## src/rtl/gated_mult_n_pkg.sv

```systemverilog
// mult_pkg: shared FSM state encoding and counter-width helper for gated_mult_n.
// No ports; imported by gated_mult_n.
package mult_pkg;

    localparam logic [1:0] ST_IDLE = 2'd0;
    localparam logic [1:0] ST_RUN  = 2'd1;
    localparam logic [1:0] ST_ACC  = 2'd2;
    localparam logic [1:0] ST_DONE = 2'd3;

    function automatic int clog2(input int n);
        int r;
        r = 0;
        while ((1 << r) < n) r++;
        return (r < 1) ? 1 : r;
    endfunction

endpackage

```

## src/rtl/gated_mult_n_adder_row.sv

```systemverilog
// gated_adder_row_n: combinational WIDTH-bit ripple row of gated full-adder cells.
// Ports: a (multiplicand), mgate (gate applied to every a bit), b (addend),
//        cin (carry in) -> sum (WIDTH bits), cout (carry out of the top cell).
module gated_adder_row_n #(
    parameter int WIDTH = 8
) (
    input  logic [WIDTH-1:0] a,
    input  logic             mgate,
    input  logic [WIDTH-1:0] b,
    input  logic             cin,
    output logic [WIDTH-1:0] sum,
    output logic             cout
);

    logic [WIDTH:0] c;

    assign c[0] = cin;
    assign cout = c[WIDTH];

    for (genvar i = 0; i < WIDTH; i++) begin : g_cell
        logic x;
        assign x        = a[i] & mgate;
        assign sum[i]   = x ^ b[i] ^ c[i];
        assign c[i+1]   = (x & b[i]) | (c[i] & (x ^ b[i]));
    end

endmodule

```

## src/rtl/gated_mult_n.sv

```systemverilog
// gated_mult_n: sequential shift-and-add multiplier (one multiplier bit per clock)
// with optional accumulate into the held product.
// Ports: clk, rst_n (sync, active low), start, accumulate, a, b (WIDTH-bit unsigned)
//        -> busy (RUN/ACC), done (one-cycle pulse), product (2*WIDTH), ovf (accumulate carry).
module gated_mult_n
    import mult_pkg::*;
#(
    parameter int WIDTH = 8
) (
    input  logic               clk,
    input  logic               rst_n,
    input  logic               start,
    input  logic               accumulate,
    input  logic [WIDTH-1:0]   a,
    input  logic [WIDTH-1:0]   b,
    output logic               busy,
    output logic               done,
    output logic [2*WIDTH-1:0] product,
    output logic               ovf
);

    localparam int CW = clog2(WIDTH);

    logic [1:0]       state, nxt;
    logic [WIDTH-1:0] a_reg, b_reg, b_nxt, sum;
    logic [WIDTH:0]   hi, hi_nxt;
    logic [CW-1:0]    cnt;
    logic             acc_reg, cout, accept, last;

    assign accept = start && (state == ST_IDLE || state == ST_DONE);
    assign last   = (cnt == CW'(WIDTH - 1));

    // hi[WIDTH] is always zero after a shift, so using it as the carry-in
    // leaves the sum unchanged.
    gated_adder_row_n #(.WIDTH(WIDTH)) u_row (
        .a     (a_reg),
        .mgate (b_reg[0]),
        .b     (hi[WIDTH-1:0]),
        .cin   (hi[WIDTH]),
        .sum   (sum),
        .cout  (cout)
    );

    // {carry, sum, b_reg} shifted right by one: the carry lands at the top of hi.
    assign hi_nxt = {1'b0, cout, sum[WIDTH-1:1]};
    assign b_nxt  = {sum[0], b_reg[WIDTH-1:1]};

    always_ff @(posedge clk) begin
        if (!rst_n)
            state <= ST_IDLE;
        else
            state <= nxt;
    end

    always_comb begin
        nxt = state;
        case (state)
            ST_IDLE: nxt = start ? ST_RUN : ST_IDLE;
            ST_RUN:  nxt = last ? (acc_reg ? ST_ACC : ST_DONE) : ST_RUN;
            ST_ACC:  nxt = ST_DONE;
            default: nxt = start ? ST_RUN : ST_IDLE;
        endcase
    end

    always_comb begin
        busy = (state == ST_RUN) || (state == ST_ACC);
        done = (state == ST_DONE);
    end

    always_ff @(posedge clk) begin
        if (!rst_n) begin
            a_reg   <= '0;
            b_reg   <= '0;
            hi      <= '0;
            cnt     <= '0;
            acc_reg <= 1'b0;
            product <= '0;
            ovf     <= 1'b0;
        end else if (accept) begin
            a_reg   <= a;
            b_reg   <= b;
            acc_reg <= accumulate;
            hi      <= '0;
            cnt     <= '0;
        end else if (state == ST_RUN) begin
            hi    <= hi_nxt;
            b_reg <= b_nxt;
            cnt   <= cnt + 1'b1;
            if (last && !acc_reg) begin
                product <= {hi_nxt[WIDTH-1:0], b_nxt};
                ovf     <= 1'b0;
            end
        end else if (state == ST_ACC) begin
            {ovf, product} <= {1'b0, product} + {1'b0, hi[WIDTH-1:0], b_reg};
        end
    end

endmodule

```

## config.mk

```make
export PLATFORM = sky130hd
export DESIGN_NAME = gated_mult_n
export DESIGN_NICKNAME = d
export VERILOG_FILES = /design/src/rtl/gated_mult_n_pkg.sv /design/src/rtl/gated_mult_n_adder_row.sv /design/src/rtl/gated_mult_n.sv
export SDC_FILE = /design/constraint.sdc
export NUM_CORES = 1
export LEC_CHECK = 0
export ABC_AREA = 1
export CELL_PAD_IN_SITES_DETAIL_PLACEMENT = 1
export CELL_PAD_IN_SITES_GLOBAL_PLACEMENT = 1
export CORE_MARGIN = 4
export CORE_UTILIZATION = 40
export DETAILED_ROUTE_END_ITERATION = 16
export MAX_ROUTING_LAYER = met4
export PLACE_DENSITY = 0.79
export SLEW_MARGIN = 10
export SYNTH_ARGS = -nofsm -noshare
export SYNTH_HDL_FRONTEND = slang
export SYNTH_HIERARCHICAL = 1
export SYNTH_SLANG_ARGS = --single-unit
export TNS_END_PERCENT = 50
```

## constraint.sdc

```tcl
create_clock -name clk -period 4.1 [get_ports clk]
set_input_delay 0.82 -clock clk [delete_from_list [all_inputs] [get_ports clk]]
set_output_delay 0.82 -clock clk [all_outputs]
set_load 0.01 [all_outputs]
```

==> out/metrics.cfg <==
[global_route]
grt_overflow = 0
grt_pass1_wl_mm = 14.28
grtUsageTotal_pct = 20.29
grt_busiest_layer = met2
grt_util_met1_pct = 27.00
grt_max_degree = 26
use_met3_pct = 2.111
grt_pass1_vias = 2939
met2_usage_pct = 33.29
antenna_found_initial = 0

[yosys]
yosys_register_bits = 47
ys_seq_area_share_pct = 30.43
yosysWarnings = 6
synth_cells = 456
synth_top_area_share_pct = 30.43
yosysTopAreaCell = dfxtp_1
syn_area_per_cell_um2 = 6.780
synth_xor_area_share_pct = 0.5666
synth_compound_area_share_pct = 14.85
synthMuxAreaShare_pct = 0
ys_types = 31
yosys.area_share.simple_pct = 27.28
yosys.area_share.adder_pct = 14.33
synth_top_family_by_area = simple AND/OR/NAND/NOR gates
synth_nets = 506
synth_area_mm2 = 0.003092
yosys-top-cells-area = dfxtp_1 30%, nand2_1 17%, inv_1 9.6%

[sta]
hold_viol_final = 0
period_needed_ps = 3722
clock_skew_ps = 9.850
max_freq_mhz = 268.7
timing.slew.headroom_pct = 47.62
setup_viol = 0
whs_ps = 468.0
grt_setup_unrepaired = false
final.setup.tns_ps = 0
slew_violations = 0
timing.final.crit_share_pct = 90.78
setup_slack_ps = 377.9
worst_pin_slew_ps = 783.7

[clocking]
cts.sink_count = 47
cts_resized = 0
path_clk_slew_ps = 90
clk_latency_ps = 290
tritoncts = built
clockBufferDepth = 2
cts_buffers = 5
hold_buffers = 0
htree_levels = 2
clockRootBuffer = clkbuf_8
cts_setup_buffers = 0

[floorplanning]
fp.dieW_um = 95.92
design.core.area_mm2 = 0.007370
dieArea_mm2 = 0.009200
dieHeight_um = 95.92
rows = 31
ios = 39
initial_core_util_pct = 41.95

[setup_path]
crit_slowest_cell = fa_1
startpoint_type = register
end_kind = register
cp.arrival_ps = 3930
critical_path_class = reg -> reg
required_ps = 4310
r2r_end = product[14]
rr_startpoint = hi[0]
worstPathCellList = inv_1, fa_1, fa_1, inv_1, fa_1, fa_1, fa_1, fa_1, fa_1, inv_1, fa_1, inv_1, nand2_1, nand2_1, o21ai_1, a21oi_1
r2r_cells = 16
crit_fanout = 3
reg2reg_setup_slack_ps = 380
crit_top_cell = fa_1
max_stage_delay_ps = 400

[power]
power_density_mw_per_mm2 = 264.8
p_leak_nw = 1.756
peakVddDrop_mv = 0.1804

[layout]
drive_above_1_share_pct = 3.272
layout.nets = 540
areaGrowthSynthToFinish_pct = 16.88
largest-register = product
n_antenna_cell = 0
n_fill_cell = 1012
fin_area_mm2 = 0.003613
largest_reg_flops = 16

[drt]
drc = 0
wl_per_cell_um = 14.12
vias = 2978
antenna_left = 0
drt_wl_total_mm = 8.305
via_per_inst = 5.065
drt_iter0_drc = 107
dr.pass1.iters = 4

[worst_hold_path]
hp-start = ovf
hold-path-cell-count = 2
hold_end = ovf
hold_path.class = reg -> reg

[placement]
place_congestion = 0.8304
pre_cts_ws_ps = 408.8
hpwl_mm = 6.631
port_buffers = 38
place_area_mm2 = 0.003541

[outcome]
status = complete, no violations

[job]
drv_cap = 0

## layout make-up
cell class / count / area, um^2 / share of cell area [%]
Clock buffer: 6 / 72.57 / 2.008
Timing Repair Buffer: 40 / 395.4 / 10.94
Sequential cell: 47 / 940.9 / 26.04
Tap cell: 99 / 123.9 / 3.428
Multi-Input combinational cell: 313 / 1767 / 48.89
Inverter: 83 / 314.1 / 8.691
## placed cells by master (no fill, tap or decap)
cell             count
nor2_8               1
o21ai_0             13
xor2_1               1
or2_2                2
nor2_1              11
or2_1                4
clkdlybuf4s50_1     38
a31oi_1              7
inv_4                1
conb_1               1
dfxtp_1             47
nand4_1              1
fa_1                 9
a21boi_0             6
xnor2_1              1
nand3_1             31
o22ai_1              9
nor3_1               5
nor2_4               1
a21oi_4              1
nand3b_1             3
and2_1               1
inv_1               79
a21oi_1             34
nand2_1            138
buf_4                2
o21ai_1             11
clkbuf_8             5
clkbuf_1             1
inv_2                3
ha_1                21
o31ai_1              1
## synth_stat cells (all sizes together)
library cell and instances:
a21boi 6, a21oi 35, a31oi 7, and2 1, buf 7, clkbuf 6, conb 1, dfxtp 47
fa 9, ha 21, inv 83, nand2 138, nand3 31, nand3b 3, nand4 1, nor2 13
nor3 5, o21ai 24, o22ai 9, o31ai 1, or2 6, xnor2 1, xor2 1
## worst max path at each step
stage | end | slack [ps] | cells past startpoint | startpoint
final | product[14] | 380 | 16 | hi[0]
after global routing | product[14] | 130 | 16 | hi[0]
after CTS | product[14] | 380 | 16 | hi[0]
after detailed placement | product[14] | 410 | 16 | hi[0]
after global placement | product[14] | 460 | 16 | hi[0]
after floorplan | product[14] | 440 | 17 | b_reg[0]
## per-stage QoR
step / instances / utilization, % / power, W
floorplan: 456 / - / 0.0006299
global placement: 582 / 48.05 / 0.0007012
detailed placement: 582 / 48.05 / 0.0007082
CTS: 588 / 49.03 / 0.0009664
global route: 588 / 49.03 / 0.001012
finish: 588 / 49.03 / 0.0009569
## critical path, delay by kind of cell (launching register included)
kind	cells	cell delay, ps
adders and majority gates	8	2680
and+or+nand+nor	2	150
DFF	1	340
buffers and inverters	4	260
AOI/OAI and AO/OA	2	200
## cell families after synthesis
family,after synthesis
AND/OR/NAND/NOR,198
buffers and inverters,96
AO/OA/AOI/OAI,82
flip-flops,47
adder cells (fa/ha/maj),30
XOR/XNOR,2
other,1
## routing by layer
layer  vias up  part of all wire [%]  wire (um)
met3         7                   2.6        220
met5         -                     0          0
met1      1427                    49       4087
met2        36                    47       3907
met4         0                   1.1         89
li1       1508                     -          -
## report_power, final
| part | total (W) | switching [W] | internal, W |
|---|---|---|---|
| combinational | 0.000197 | 0.000112 | 0.0000844 |
| clock | 0.000260 | 0.000146 | 0.000114 |
| sequential | 0.000500 | 0.0000197 | 0.000480 |
| total | 0.000957 | 0.000278 | 0.000679 |
No activity file was read; power rests on OpenSTA's default activity.
